===== src/rtl/multicycle_controller.sv =====
// Moore sequencing controller for the multicycle RV32I datapath (lw, sw, R/I ALU, beq, jal).
// Define MC_WAITSTATE_EN to add a MemReady input that stalls FETCH/MEMREAD/MEMWRITE.
module multicycle_controller (
  input  logic       clk,
  input  logic       reset,
  input  logic [6:0] op,
  input  logic [2:0] funct3,
  input  logic       funct7b5,
  input  logic       Zero,
`ifdef MC_WAITSTATE_EN
  input  logic       MemReady,
`endif
  output logic       PCWrite,
  output logic       AdrSrc,
  output logic       MemWrite,
  output logic       IRWrite,
  output logic [1:0] ResultSrc,
  output logic [1:0] ALUSrcA,
  output logic [1:0] ALUSrcB,
  output logic       RegWrite,
  output logic [1:0] ImmSrc,
  output logic [2:0] ALUControl,
  output logic [3:0] State
);

  typedef enum logic [3:0] {
    StFetch    = 4'd0,
    StDecode   = 4'd1,
    StMemAdr   = 4'd2,
    StMemRead  = 4'd3,
    StMemWb    = 4'd4,
    StMemWrite = 4'd5,
    StExecuteR = 4'd6,
    StExecuteI = 4'd7,
    StAluWb    = 4'd8,
    StJal      = 4'd9,
    StBeq      = 4'd10
  } state_e;

  localparam logic [6:0] OpLw    = 7'b0000011;
  localparam logic [6:0] OpSw    = 7'b0100011;
  localparam logic [6:0] OpRtype = 7'b0110011;
  localparam logic [6:0] OpItype = 7'b0010011;
  localparam logic [6:0] OpJal   = 7'b1101111;
  localparam logic [6:0] OpBeq   = 7'b1100011;

  state_e     state_q, state_d;
  logic       mem_rdy;
  logic       pc_update;
  logic       branch;
  logic [1:0] alu_op;

`ifdef MC_WAITSTATE_EN
  assign mem_rdy = MemReady;
`else
  assign mem_rdy = 1'b1;
`endif

  always_ff @(posedge clk) begin
    if (reset) begin
      state_q <= StFetch;
    end else begin
      state_q <= state_d;
    end
  end

  always_comb begin
    state_d   = StFetch;
    pc_update = 1'b0;
    branch    = 1'b0;
    alu_op    = 2'b00;
    AdrSrc    = 1'b0;
    MemWrite  = 1'b0;
    IRWrite   = 1'b0;
    ResultSrc = 2'b00;
    ALUSrcA   = 2'b00;
    ALUSrcB   = 2'b00;
    RegWrite  = 1'b0;
    unique case (state_q)
      StFetch: begin
        // Fetch stalls with the IR/PC enables gated until memory answers.
        IRWrite   = mem_rdy;
        pc_update = mem_rdy;
        ALUSrcB   = 2'b10;
        ResultSrc = 2'b10;
        state_d   = mem_rdy ? StDecode : StFetch;
      end
      StDecode: begin
        ALUSrcA = 2'b01;
        ALUSrcB = 2'b01;
        case (op)
          OpLw, OpSw: state_d = StMemAdr;
          OpRtype:    state_d = StExecuteR;
          OpItype:    state_d = StExecuteI;
          OpJal:      state_d = StJal;
          OpBeq:      state_d = StBeq;
          default:    state_d = StFetch;
        endcase
      end
      StMemAdr: begin
        ALUSrcA = 2'b10;
        ALUSrcB = 2'b01;
        state_d = (op == OpLw) ? StMemRead : StMemWrite;
      end
      StMemRead: begin
        AdrSrc  = 1'b1;
        state_d = mem_rdy ? StMemWb : StMemRead;
      end
      StMemWb: begin
        ResultSrc = 2'b01;
        RegWrite  = 1'b1;
        state_d   = StFetch;
      end
      StMemWrite: begin
        AdrSrc   = 1'b1;
        MemWrite = mem_rdy;
        state_d  = mem_rdy ? StFetch : StMemWrite;
      end
      StExecuteR: begin
        ALUSrcA = 2'b10;
        alu_op  = 2'b10;
        state_d = StAluWb;
      end
      StExecuteI: begin
        ALUSrcA = 2'b10;
        ALUSrcB = 2'b01;
        alu_op  = 2'b10;
        state_d = StAluWb;
      end
      StAluWb: begin
        RegWrite = 1'b1;
        state_d  = StFetch;
      end
      StJal: begin
        ALUSrcA   = 2'b01;
        ALUSrcB   = 2'b10;
        pc_update = 1'b1;
        state_d   = StAluWb;
      end
      StBeq: begin
        ALUSrcA = 2'b10;
        alu_op  = 2'b01;
        branch  = 1'b1;
        state_d = StFetch;
      end
      default: state_d = StFetch;
    endcase
  end

  assign PCWrite = (branch & Zero) | pc_update;
  assign State   = state_q;

  always_comb begin
    ImmSrc = 2'b00;
    case (op)
      OpSw:    ImmSrc = 2'b01;
      OpBeq:   ImmSrc = 2'b10;
      OpJal:   ImmSrc = 2'b11;
      default: ImmSrc = 2'b00;
    endcase
  end

  // ALU decoder: subtract only for R-type with funct7b5 set; I-type addi never subtracts.
  always_comb begin
    ALUControl = 3'b000;
    case (alu_op)
      2'b00: ALUControl = 3'b000;
      2'b01: ALUControl = 3'b001;
      default: begin
        case (funct3)
          3'b000:  ALUControl = (funct7b5 & op[5]) ? 3'b001 : 3'b000;
          3'b010:  ALUControl = 3'b101;
          3'b110:  ALUControl = 3'b011;
          3'b111:  ALUControl = 3'b010;
          default: ALUControl = 3'b000;
        endcase
      end
    endcase
  end

endmodule

===== config.mk =====
export PLATFORM = sky130hd
export DESIGN_NAME = multicycle_controller
export DESIGN_NICKNAME = d
export VERILOG_FILES = /design/src/rtl/multicycle_controller.sv
export SDC_FILE = /design/constraint.sdc
export NUM_CORES = 1
export LEC_CHECK = 0
export BUFFER_PORTS_ARGS = -buffer_cell sky130_fd_sc_hd__clkbuf_2
export CAP_MARGIN = 20
export CORE_AREA = 5 5 42 44
export CTS_CLUSTER_SIZE = 14
export DETAILED_ROUTE_END_ITERATION = 6
export DIE_AREA = 0 0 47 49
export GPL_TIMING_DRIVEN = 0
export PLACE_DENSITY = 0.74
export RECOVER_POWER = 100
export SYNTH_ARGS = -nofsm -noshare
export SYNTH_HDL_FRONTEND = slang
export SYNTH_SLANG_ARGS = --single-unit

===== constraint.sdc =====
create_clock -name clk -period 1.73 [get_ports clk]
set_input_delay 0.0865 -clock clk [delete_from_list [all_inputs] [get_ports clk]]
set_output_delay 0.0865 -clock clk [all_outputs]
set_load 0.05 [all_outputs]

* After elaboration in Yosys (flattened, before gate mapping)
Cells that the tools add are included.
** Storage, ports and cells
- Register bits after elaboration :: 4
- Bits of input ports :: 14
- Output and inout port bits :: 20
- Logic and storage cells :: 53
** Operators by class
- Mux-type cells :: 17
- Eq/ne operators :: 20
- Reduce and logical (&&, ||, !) cells :: 12
- Bitwise logic cells :: 3
** Operators with widths (number)
- one-hot mux 4 bit (5 select lines) :: 2
- == test 4 x 3 -> 1 bit (second input constant) :: 4
- one-hot mux 2 bit (2 select lines) :: 4
- == test 7 x 6 -> 1 bit (second input constant) :: 2
- == test 7 bit (second input constant) :: 2
- == test 4 bit (second input constant) :: 3
- one-hot mux 3 bit (4 select lines) :: 1
- OR reduction 2 bit :: 6
- == test 4 x 2 -> 1 bit (second input constant) :: 2
- == test 7 x 2 -> 1 bit (second input constant) :: 1
- == test 7 x 5 -> 1 bit (second input constant) :: 1
- two-way mux 1 bit :: 7
- == test 3 bit (second input constant) :: 2
- one-hot mux 2 bit (3 select lines) :: 1
- one-hot mux 3 bit (2 select lines) :: 1
- OR reduction 3 bit :: 2
- == test 4 x 1 -> 1 bit (second input constant) :: 1
- zero test 4 bit :: 1
- OR reduction 4 bit :: 1
- == test 3 x 2 -> 1 bit (second input constant) :: 1
- zero test 3 bit :: 1
- two-way mux 3 bit :: 1
- AND 1 bit :: 2
- == test 2 x 1 -> 1 bit (second input constant) :: 1
- 2 further kinds :: 2

* Longest topological paths before layout
- Depth in word-level cells :: 5
- Mapped depth :: 5
- Gate-level depth less buffers :: 3

* Worst setup path after synthesis
No wires, ideal clock.
- Kind :: register to output
- Start :: reg state_q[1], in the netlist State[1]
- End :: out ResultSrc[1]
- Data arrival time :: 2885 ps
- Stages on the path, launching flop included :: 5
- Setup slack :: -1241 ps
- Data required time :: 1643 ps
- Path buffers :: 3
- Cells stage by stage :: dfxtp_1 buf_2 buf_2 nor4_1 buf_4
** On the way
- Cells in the longest elaborated chain, start to end :: 2
- Elaborated cells on any way between the ends :: 3
- Those cells by class :: eq/ne: 1; mux: 1; reduce/logical: 1
** RTL lines
- start: declaration :: line 47 : state_e state_q, state_d;
- start signal: assignment :: line 61 : state_q <= StFetch;
- start signal: assignment :: line 63 : state_q <= state_d;
- == test 4 x 3 -> 1 bit or zero test 4 bit (tied branches) :: line 79 : unique case (state_q)
- one-hot mux 2 bit (2 select lines) (*) :: line 79
- end: declaration :: line 17 : output logic [1:0] ResultSrc,
Mark *: on every way between the ends. The rest lies on a longest branch, timed or not.

* Worst setup path in the final report
- Start :: reg state_q[0], in the netlist State[0]
- End :: out ResultSrc[1]
Same word-level chain as after synthesis.

==> results.py <==
metrics = {
    "outcome": {
        "outcome": "finished, final reports clean",
    },
    "sta": {
        "setup_viol": 0,
        "drv_slew": 0,
        "slew_headroom_pct": 59.8,
        "rsz0062_at_grt": "false",
        "period_share_pct": 94.0,
        "finClkSkew_ns": 0.000287,
        "hold_slack_ns": 0.0473,
        "finalHoldViolations": 0,
        "finalSetupTns_ns": 0,
        "worst_pin_slew_ns": 0.606,
        "min_period_ns": 1.63,
        "max_freq_mhz": 615,
    },
    "pwr": {
        "vdd_ir_drop_max_uv": 389,
        "total_power_w": 0.000370,
        "p_leak_nw": 0.330,
        "p_per_area_mw_per_mm2": 477,
    },
    "layout": {
        "final_nets": 123,
        "layout-drive-gt1-share_pct": 43.5,
        "num_antenna_cells": 0,
        "design_area_um2": 777,
        "largest_reg_flops": 4,
        "syn_to_final_growth_pct": 51.8,
        "fillers": 157,
    },
    "clock_tree": {
        "htree_levels": 1,
        "cts_tree": "yes",
        "cts-root-buf": "clkbuf_4",
        "post-cts-setup-buffers": 0,
        "ctsLongestPathBuffers": 2,
        "path_clk_slew_ns": 0.04,
        "clock_sinks": 4,
        "clk_latency_ns": 0.24,
        "numCtsBuffers": 3,
        "cts_hold_buf": 0,
    },
    "route": {
        "drc_errors": 0,
        "drtAntennaViolNets": 0,
        "drt-pass1-iter-count": 4,
        "vias": 676,
        "drt_wl_total_um": 1590,
        "drtIter0Drc": 8,
        "wl_per_cell_um": 12.8,
        "viasPerCell": 5.45,
    },
    "synth": {
        "syn_nets": 87,
        "syn-cell-area_um2": 512,
        "synth_seq_cells": 4,
        "synthCells": 73,
        "seq_area_frac_synth_pct": 15.6,
        "synth_cell_types": 39,
        "yosys_warnings": 0,
        "syn-mean-instance-area_um2": 7.01,
    },
    "critical_path": {
        "critPathBufInv": 3,
        "cp_max_fo": 10,
        "worstPathArrival_ns": 1.54,
        "end_kind": "primary output",
        "crit_chain": "clkbuf_2 > nor4_2 > buf_4 > clkbuf_4",
        "slowest_delay_ns": 0.37,
        "critPathRequiredTime_ns": 1.64,
        "cpMaxStageDelayCell": "nor4_2",
        "crit_path_start_kind": "register",
        "cp_top_family": "buffers and inverters",
        "worstSetupPathType": "reg2out",
    },
    "grt": {
        "grt_max_degree": 11,
        "grt_pass1_vias": 631,
        "grt_pass1_wl_um": 2620,
        "antenna_found_initial": 0,
        "track_usage_pct": 14.7,
        "grt_remaining_overflow": 0,
    },
    "die": {
        "core-area_mm2": 0.00140,
        "die_h_um": 49,
        "rows": 14,
        "initial_core_util_pct": 36.5,
        "pin_count": 34,
        "dieArea_mm2": 0.00230,
        "die_w_um": 47,
    },
    "place": {
        "io_buffer_count": 33,
        "dpl_cell_area_um2": 776,
        "hpwl_um": 1310,
        "place.gp.congestion": 0.808,
    },
    "run": {
        "maxCapViolations": 0,
    },
    "worst_hold_path": {
        "min_path_type": "in2reg",
    },
}
==> synth_stat cells, drive strengths merged <==
library cell,instances,area share [%]
nand4,1,1.2
nand3,2,2.9
xnor2,2,3.4
or4,1,1.5
nor4,1,1.2
nand2b,4,5.4
dfxtp,4,16
and4,1,1.7
nor3,6,5.9
clkbuf,1,0.73
a311o,1,2.0
xor2,2,3.4
and3,1,1.2
a21oi,8,8.6
and4bb,1,2.4
nor2b,2,2.4
nor4b,1,1.7
nor2,10,7.3
nand2,3,2.2
a2bb2oi,1,1.7
and3b,1,1.7
or2,1,1.2
o211a,1,2.0
or3,1,1.2
nand3b,1,1.5
nor3b,2,2.9
o211ai,1,1.5
a31oi,1,1.2
o21bai,1,1.5
or4b,1,2.0
buf,6,7.6
o31a,1,1.7
inv,2,1.5
==> worst reg2reg max path, delay by kind of cell, from the launching register on <==
family          cells  cell delay, ns
buf+inv             1            0.15
simple gates        1            0.39
flops               1            0.31
compound gates      2            0.40
==> cell families (layout without fill, tap and decap cells) <==
kind of cell	count (synthesis)	after routing	share of synthesized area, %
buffers and inverters	9	44	9.78
xor gates and xnor gates	4	4	6.85
AOI/OAI and AO/OA	15	15	20.1
DFF	4	4	15.6
and+or+nand+nor	41	41	47.7
==> path summary, 6_finish.rpt <==
kind	from	end	slack, ns	cells after the start
max reg2reg	State[2]	State[2]	0.41	4
min reg2reg	State[1]	State[0]	0.66	2
max	State[0]	ResultSrc[1]	0.10	4
min	reset	State[3]	0.05	2
==> cell type report <==
| class | count | area [µm²] | share of cell area, % |
|---|---|---|---|
| multi-input cells | 60 | 427 | 54.9 |
| flip-flops and latches | 4 | 86.3 | 11.1 |
| clock buffers | 4 | 26.3 | 3.38 |
| plain buffers | 5 | 43.8 | 5.64 |
| repair buffers | 33 | 166 | 21.4 |
| inverters | 2 | 7.51 | 0.966 |
| well taps | 16 | 20.0 | 2.58 |
==> placed cells by master, fill, tap and decap left out, types with 2 or more instances in the layout <==
master and count:
xnor2_1 2, nand2_1 3, buf_8 2, dfxtp_2 2, nand2b_1 3, nor2b_1 2, a21oi_2 3, clkbuf_1 10
nor2_1 9, clkbuf_2 23, clkbuf_4 4, nor3_4 2, a21oi_1 5, nor3_1 4, nor3b_1 2, xor2_1 2
==> report_power, final <==
group / switching, W / internal [W]
registers: 0.00000400 / 0.0000939
logic: 0.0000990 / 0.0000457
clock network: 0.0000412 / 0.0000868
total: 0.000144 / 0.000226
==> per-stage QoR <==
| stage | utilization, % | setup slack (ns) | std cells |
|---|---|---|---|
| 3_3_place_gp | 55.4 | 0.106 | 122 |
| 2_1_floorplan | - | -0.118 | 73 |
| 3_5_place_dp | 55.4 | 0.0887 | 122 |
| 6_report | 55.4 | 0.104 | 124 |
| 4_1_cts | 58.5 | 0.0140 | 126 |
| 5_1_grt | 55.4 | 0.00772 | 124 |
==> per-layer routing <==
| layer | part of all wire (%) | vias up | wire, µm | global-route usage, % |
|---|---|---|---|---|
| li1 | - | 334 | - | - |
| met1 | 39 | 302 | 615 | 18.0 |
| met2 | 51 | 33 | 805 | 24.4 |
| met3 | 7.5 | 7 | 119 | 2.58 |
| met4 | 2.8 | 0 | 45 | 5.53 |
| met5 | 0 | - | 0 | 0 |
==> timing repair <==
action,CTS,global route
endpoints found under the setup margin,6,4
gates resized for setup,6,3
cloned,0,0
Power figures use the tool's default switching activity.
